[config.mk]
export PLATFORM = sky130hd
export DESIGN_NAME = lockout_timer
export DESIGN_NICKNAME = d
export VERILOG_FILES = /design/src/rtl/lockout_timer.sv
export SDC_FILE = /design/constraint.sdc
export NUM_CORES = 1
export LEC_CHECK = 0
export ABC_CLOCK_PERIOD_IN_PS = 2000
export CAP_MARGIN = 10
export CORE_MARGIN = 5
export CORE_UTILIZATION = 30
export CTS_CLUSTER_SIZE = 20
export DETAILED_ROUTE_END_ITERATION = 16
export HOLD_SLACK_MARGIN = 0.15
export PLACE_DENSITY_LB_ADDON = 0.05
export SYNTH_ARGS = -nofsm -noshare
export SYNTH_HDL_FRONTEND = slang
export SYNTH_SLANG_ARGS = --single-unit
[constraint.sdc]
create_clock -name clk -period 2 [get_ports clk]
set_input_delay 0.4 -clock clk [delete_from_list [all_inputs] [get_ports clk]]
set_output_delay 0.4 -clock clk [all_outputs]
set_load 0.01 [all_outputs]
[src/rtl/lockout_timer.sv]
`default_nettype none
// ============================================================================
// Module   : lockout_timer
// Purpose  : Loadable, prescaled down-counter. A start pulse loads a step
//            count; every PRESCALE clocks the count drops by one until it
//            reaches zero, which produces a single-cycle expired pulse.
//            Supports pause, abort and retrigger while counting.
// Options  : LOCKOUT_TIMER_AUTO_RELOAD_EN - when defined, expiry reloads the
//            last non-zero load value and keeps running (periodic timer).
// Revision : 1.0 - initial release
// ============================================================================
module lockout_timer #(
    parameter int BITS     = 8,
    parameter int PRESCALE = 50000000,
    parameter int PS_BITS  = 26
) (
    input  logic            clk,
    input  logic            rst,
    input  logic            start,
    input  logic [BITS-1:0] load_val,
    input  logic            pause,
    input  logic            abort,
    output logic            busy,
    output logic            expired,
    output logic            step_tick,
    output logic [BITS-1:0] remaining
);

    // Last prescaler value before a step is taken.
    localparam logic [PS_BITS-1:0] PS_LAST = PS_BITS'(PRESCALE - 1);

    typedef enum logic [1:0] {
        IDLE   = 2'd0,
        RUN    = 2'd1,
        PAUSED = 2'd2
    } state_t;

    state_t             state;
    state_t             state_n;
    logic [PS_BITS-1:0] prescaler;
    logic [PS_BITS-1:0] prescaler_n;
    logic [BITS-1:0]    remaining_n;
    logic               busy_n;
    logic               expired_n;
    logic               step_tick_n;

`ifdef LOCKOUT_TIMER_AUTO_RELOAD_EN
    logic [BITS-1:0]    reload;
    logic [BITS-1:0]    reload_n;

    // Reload latch holds the most recent non-zero load value.
    always_ff @(posedge clk or posedge rst) begin
        if (rst) begin
            reload <= '0;
        end else begin
            reload <= reload_n;
        end
    end
`endif

    // State, prescaler and all outputs are registered here.
    always_ff @(posedge clk or posedge rst) begin
        if (rst) begin
            state     <= IDLE;
            prescaler <= '0;
            remaining <= '0;
            busy      <= 1'b0;
            expired   <= 1'b0;
            step_tick <= 1'b0;
        end else begin
            state     <= state_n;
            prescaler <= prescaler_n;
            remaining <= remaining_n;
            busy      <= busy_n;
            expired   <= expired_n;
            step_tick <= step_tick_n;
        end
    end

    // Next-state logic: abort beats start, start beats pause, pause beats counting.
    always_comb begin
        state_n     = state;
        prescaler_n = prescaler;
        remaining_n = remaining;
        busy_n      = busy;
        expired_n   = 1'b0;
        step_tick_n = 1'b0;
`ifdef LOCKOUT_TIMER_AUTO_RELOAD_EN
        reload_n    = reload;
`endif
        if (abort) begin
            state_n     = IDLE;
            prescaler_n = '0;
            remaining_n = '0;
            busy_n      = 1'b0;
        end else if (start) begin
            // Load (or retrigger); any tick or expiry due on this edge is dropped.
            prescaler_n = '0;
            remaining_n = load_val;
            if (load_val != '0) begin
                state_n  = RUN;
                busy_n   = 1'b1;
`ifdef LOCKOUT_TIMER_AUTO_RELOAD_EN
                reload_n = load_val;
`endif
            end else begin
                state_n   = IDLE;
                busy_n    = 1'b0;
                expired_n = 1'b1;
            end
        end else if (state != IDLE) begin
            if (pause) begin
                // Freeze prescaler and count.
                state_n = PAUSED;
            end else begin
                // Counting happens on every edge that sees pause low, including
                // the edge that leaves PAUSED, so paused time adds exactly.
                state_n = RUN;
                if (prescaler == PS_LAST) begin
                    prescaler_n = '0;
                    step_tick_n = 1'b1;
                    if (remaining > BITS'(1)) begin
                        remaining_n = remaining - BITS'(1);
                    end else begin
                        expired_n = 1'b1;
`ifdef LOCKOUT_TIMER_AUTO_RELOAD_EN
                        remaining_n = reload;
`else
                        remaining_n = '0;
                        state_n     = IDLE;
                        busy_n      = 1'b0;
`endif
                    end
                end else begin
                    prescaler_n = prescaler + PS_BITS'(1);
                end
            end
        end
    end

endmodule
`default_nettype wire

* Word-level counts from Yosys, hierarchy flattened
Index checks and enable logic that the tools add are counted.
** Storage, ports and cells
- Bits in writable memories :: 0
- Bits in latches :: 0
- Output and inout port bits :: 11
- Memories :: 0
- Memory bits (read-only) :: 0
- Register bits after elaboration :: 39
- Input port bits :: 13
- Word-level logic and storage cells :: 56
** Operators by class
- Mux-type cells :: 37
- Add/sub/neg operators :: 2
- $lt $le $gt $ge :: 1
- Multiply operators :: 0
- Div/mod/pow operators :: 0
- Reduce and logical (&&, ||, !) cells :: 7
- Shift-type cells :: 0
- Equality and inequality tests :: 3
- Bitwise gates (word level) :: 0
** Operators with widths (count)
- two-way mux 26 bit :: 5
- two-way mux 8 bit :: 6
- adder 26 x 1 -> 26 bit, second input constant :: 1
- == test 26 bit, second input constant :: 1
- two-way mux 1 bit :: 22
- > comparator 8 x 1 -> 1 bit, second input constant :: 1
- two-way mux 2 bit :: 4
- nonzero test 8 bit :: 1
- subtractor 8 x 1 -> 8 bit, second input constant :: 1
- nonzero test 3 bit :: 2
- AND reduction 4 bit :: 1
- inequality test 3 x 2 -> 1 bit, second input constant :: 1
- inequality test 3 bit, second input constant :: 1
- AND reduction 3 bit :: 1
- AND reduction 2 bit :: 1
- nonzero test 2 bit :: 1

* Logic depth before layout (Yosys ltp)
- Depth in word-level cells :: 7
- Mapped depth :: 7
- Gate-level depth less buffers :: 7

* Worst setup path after synthesis
OpenSTA, ideal clock, no wires.
- Path kind :: reg-to-reg
- Start :: reg prescaler[0]
- End :: reg remaining[0]
- Library setup time :: 0.099 ns
- Stages on the path, launching flop included :: 7
- Buffers on the path :: 0
- Slack :: 0.021 ns
- Clock period less this slack :: 1.979 ns
- Data arrival time :: 1.880 ns
- Required time :: 1.901 ns
- Cells stage by stage :: dfrtp_1 ha_1 nand4_2 nor4_4 nand3_4 or3_1 a311oi_1
** On the way
- Cells in the longest elaborated chain, start to end :: 3
** RTL lines
- from (decl) :: RTL line 40 : logic [PS_BITS-1:0] prescaler;
- from (signal assigned) :: RTL line 72 : prescaler <= prescaler_n;
- == test 26 bit :: RTL line 119 : if (prescaler == PS_LAST) begin
- nonzero test 3 bit (no source line)
- AND reduction 3 bit (no source line)
- to (signal assigned) :: RTL line 73 : remaining <= remaining_n;
- to (decl) :: RTL line 26 : output logic [BITS-1:0] remaining
Every way passes these cells.
A chain may end at the register's enable or synchronous reset.

* Worst setup path after layout
- Start :: reg remaining[0]
- End :: reg remaining[2]
** On the way
- Cells in the longest elaborated chain, start to end :: 7
- Elaborated cells between the ends (all ways) :: 8
- Classes of those cells :: 1 x add/sub; 1 x order compare; 6 x mux
** RTL lines
- subtractor 8 x 1 -> 8 bit / > comparator 8 x 1 -> 1 bit (equally long branches) :: RTL line 123, 122
- two-way mux 8 bit (*) :: RTL line 122 : if (remaining > BITS'(1)) begin
- two-way mux 8 bit (*) :: RTL line 119
- two-way mux 8 bit (*) :: RTL line 112 : if (pause) begin
- two-way mux 8 bit (*) :: RTL line 111 : end else if (state != IDLE) begin
- two-way mux 8 bit (*) :: RTL line 96 : end else if (start) begin
- two-way mux 8 bit (*) :: RTL line 91 : if (abort) begin
Mark *: on every way between the ends. The rest lies on a longest branch, timed or not. The select of a mux whose other input is x is not followed.

==> reports/qor.csv <==
stage,metric,value,unit
setup_path,ff2ff_path_depth,7,
cts,tritoncts_clock_tree,built,
cts,path_clk_slew,0.08,ns
floorplan,floorplan.initialDensity,0.302,
floorplan,row_count,31,
layout,layout-drive-gt1-share,0.205,
setup_path,worstSetupEndpointType,flip-flop,
layout,most_common_library_cell_in_the_layout_ignoring_fill_and_taps,sky130_fd_sc_hd__buf_4,
sta,timing.hold.ws,0.526,ns
yosys,synth-warning-count,0,
sta,achievable-frequency,542,MHz
global_route,grt_max_degree,40,
setup_path,critical_path.startpoint_type,flip-flop,
yosys,async_flop_share,1.00,
yosys,synth.avg_cell_area,9.15,um^2
pwr,total_switching_power,0.465,mW
yosys,synth.ff_latch_count,39,
setup_path,critPathRequiredTime,2.24,ns
setup_path,regToRegEndpoint,remaining[2],
floorplan,dieArea,8990,um^2
pwr,clkPwrFrac,0.347,
global_route,global_route.overflow_total,0,
pwr,power_switching_share,0.276,
setup_path,regToRegStartpoint,remaining[0],
pwr,seq_power_share,0.488,
route,vias,1970,
route,met1Wirelength,2.98,mm
global_route,globalRouteTotalUtil,0.150,
layout,design.final.nets,322,
sta,clock-skew-final,0.00405,ns
yosys,synthDistinctLibCells,44,
route,dr_iter_0_viols,51,
route,drt-wirelength-per-cell,15.0,um
yosys,number_of_enable_type_register_cells_in_the_synthesized_netlist,0,
placed_design,post-dp-hpwl,4.69,mm
sta,timing.final.max_slew_violations,0,
cts,numCtsBuffers,5,
placed_design,dpl.cell_count,397,
sta,timing.final.setup_violations,0,
sta,layout_worst_path_cycle_share,0.922,
route,drt-total-wl,6.08,mm
floorplan,core_area,7140,um^2
route,met2RoutedLength,2.80,mm
pwr,power_per_cell_area,574,nW/um^2
sta,finalHoldViolCount,0,
cts,number_of_clock_sinks_seen_by_cts,39,
route,top_layer,met4,
cts,clock_tree.root_cell,sky130_fd_sc_hd__clkbuf_8,
floorplan,boundaryPins,24,
route,ant_nets,0,
floorplan,fp.dieH,94.8,um
global_route,global_route_wire_length_before_repair,10.2,mm
route,viasPerCell,4.85,
cts,cts_max_level,2,
layout,finish.cell_count_without_fillers,406,
layout,diodes,0,
layout,post_route_cell_area,2940,um^2
route,wl_met3,214,um
global_route,initial_antenna_violation_count,0,
layout,areaGrowthSynthToFinish,36.0,%
setup_path,maximum_fanout_count_along_the_critical_path,4,
pwr,share_comb_of_total_power,0.165,
yosys,yosysSeqAreaShare,0.452,
yosys,synthCells,236,
setup_path,reg2reg_setup_slack,0.16,ns
placed_design,placement.io_buffers,23,
setup_path,path_class,flip-flop to flip-flop,
placed_design,place.gp.congestion,0.807,
setup_path,critical_path_arrival,2.08,ns
yosys,post_synth_instance_area,2160,um^2
job,drv_cap,0,
min_path,worst_hold_path_type,primary input to asynchronous set/reset pin,
cts,clock_latency_on_the_worst_skew_pair,0.30,ns
status,status,"finished, final reports clean",
placed_design,placedInstanceArea,2830,um^2
sta,max-slew-margin-rel,0.656,
route,drtPass1Iterations,4,
sta,period_needed,1.84,ns
cts,cts-root-to-sink-buffers,2,
yosys,top_reg_cell_synth,sky130_fd_sc_hd__dfrtp_1,
yosys,synthesis.nets,252,
route,drc,0,
setup_path,setup.worst_path.start,remaining[0],
pwr,cellInternalPower,1.22,mW
pwr,vdd_ir_drop_max,0.000215,V
floorplan,chipWidth,94.8,um
sta,worstMarginPinSlew,0.517,ns
global_route,via_count_of_the_first_global_routing_pass,1996,
layout,layout_common_cells,"sky130_fd_sc_hd__buf_4 (46), sky130_fd_sc_hd__dfrtp_1 (39), sky130_fd_sc_hd__nor2_1 (33)",
pwr,power.static_leakage,1.20,nW
==> worst max-delay path, stage by stage, from the launching register on <==
cell and delay (ns):
sky130_fd_sc_hd__dfrtp_1 0.41, sky130_fd_sc_hd__inv_1 0.08, sky130_fd_sc_hd__ha_1 0.22, sky130_fd_sc_hd__o21bai_1 0.29, sky130_fd_sc_hd__or3_1 0.23, sky130_fd_sc_hd__nand2_1 0.11, sky130_fd_sc_hd__o31ai_1 0.26, sky130_fd_sc_hd__a32o_1 0.18
==> cell usage after synthesis, drive strengths merged, types with 3 or more instances <==
cell type | n | area (um^2)
a22oi | 3 | 22.5
clkbuf | 4 | 15.0
nand2 | 28 | 108
ha | 3 | 37.5
nand3 | 10 | 62.6
xor2 | 14 | 123
nand4 | 12 | 81.3
or3 | 8 | 50.1
xnor2 | 4 | 35.0
a21oi | 11 | 55.1
inv | 5 | 18.8
o311ai | 3 | 26.3
nor2 | 33 | 124
o31ai | 4 | 30.0
nor3 | 11 | 60.1
and4 | 4 | 35.0
dfrtp | 39 | 976
o21ai | 9 | 45.0
nor4 | 5 | 46.3
==> stage by stage <==
stage / power [mW] / setup TNS (ns) / setup slack (ns) / util
after global placement: 1.12 / -0.708 / -0.125 / 0.396
after floorplan: 0.966 / 0 / 0.0206 / -
final: 1.69 / 0 / 0.156 / 0.411
after detailed placement: 1.12 / -0.722 / -0.141 / 0.396
after global routing: 1.79 / -0.00574 / -0.00574 / 0.411
after CTS: 1.72 / 0 / 0.0396 / 0.409
==> area by class of cell <==
| class | count | area (um^2) |
|---|---|---|
| Clock buffer | 7 | 86.3 |
| Timing Repair Buffer | 69 | 576 |
| Sequential cell | 39 | 976 |
| Tap cell | 99 | 124 |
| Fill cell | 771 | 4200 |
| Multi-Input combinational cell | 186 | 1150 |
| Inverter | 5 | 18.8 |
| Clock inverter | 1 | 8.76 |
==> sequential cells by signal (all words and copies together) (netlist names) <==
name       cells
remaining      8
busy           1
expired        1
state          2
step_tick      1
prescaler     26
==> layer usage <==
layer / track usage / vias to the layer above
li1: - / 1012
met1: 0.198 / 929
met2: 0.238 / 22
met3: 0.0343 / 7
met4: 0.0529 / 0
met5: 0 / -
==> repair_timing <==
action,4_1_cts,5_1_grt
hold endpoints to repair,0,0
setup endpoints to repair,0,16
hold buffers,0,0
buffers inserted,0,1
resized for setup,0,2
==> power groups by stage <==
stage	Clock, mW	Sequential, mW	Combinational, mW
detailed placement	0	0.838	0.279
floorplan	0	0.849	0.117
global placement	0	0.838	0.284
global route	0.653	0.826	0.308
CTS	0.614	0.822	0.279
finish	0.586	0.822	0.278
==> worst max-delay path by stage <==
stage / end / slack [ns] / depth (start not counted)
floorplan: remaining[0] / 0.02 / 6
global placement: prescaler[15] / -0.12 / 7
detailed placement: prescaler[15] / -0.14 / 7
CTS: remaining[4] / 0.04 / 7
global route: remaining[4] / -0.006 / 6
finish: remaining[2] / 0.16 / 7
==> logic make-up after synthesis <==
kind of cell / synth area share
xor+xnor: 0.0730
fa+ha+maj: 0.0174
buf+inv: 0.0203
simple gates: 0.289
mux: 0.00464
compound gates: 0.143
flops: 0.452
No activity file was read; power rests on OpenSTA's default activity.
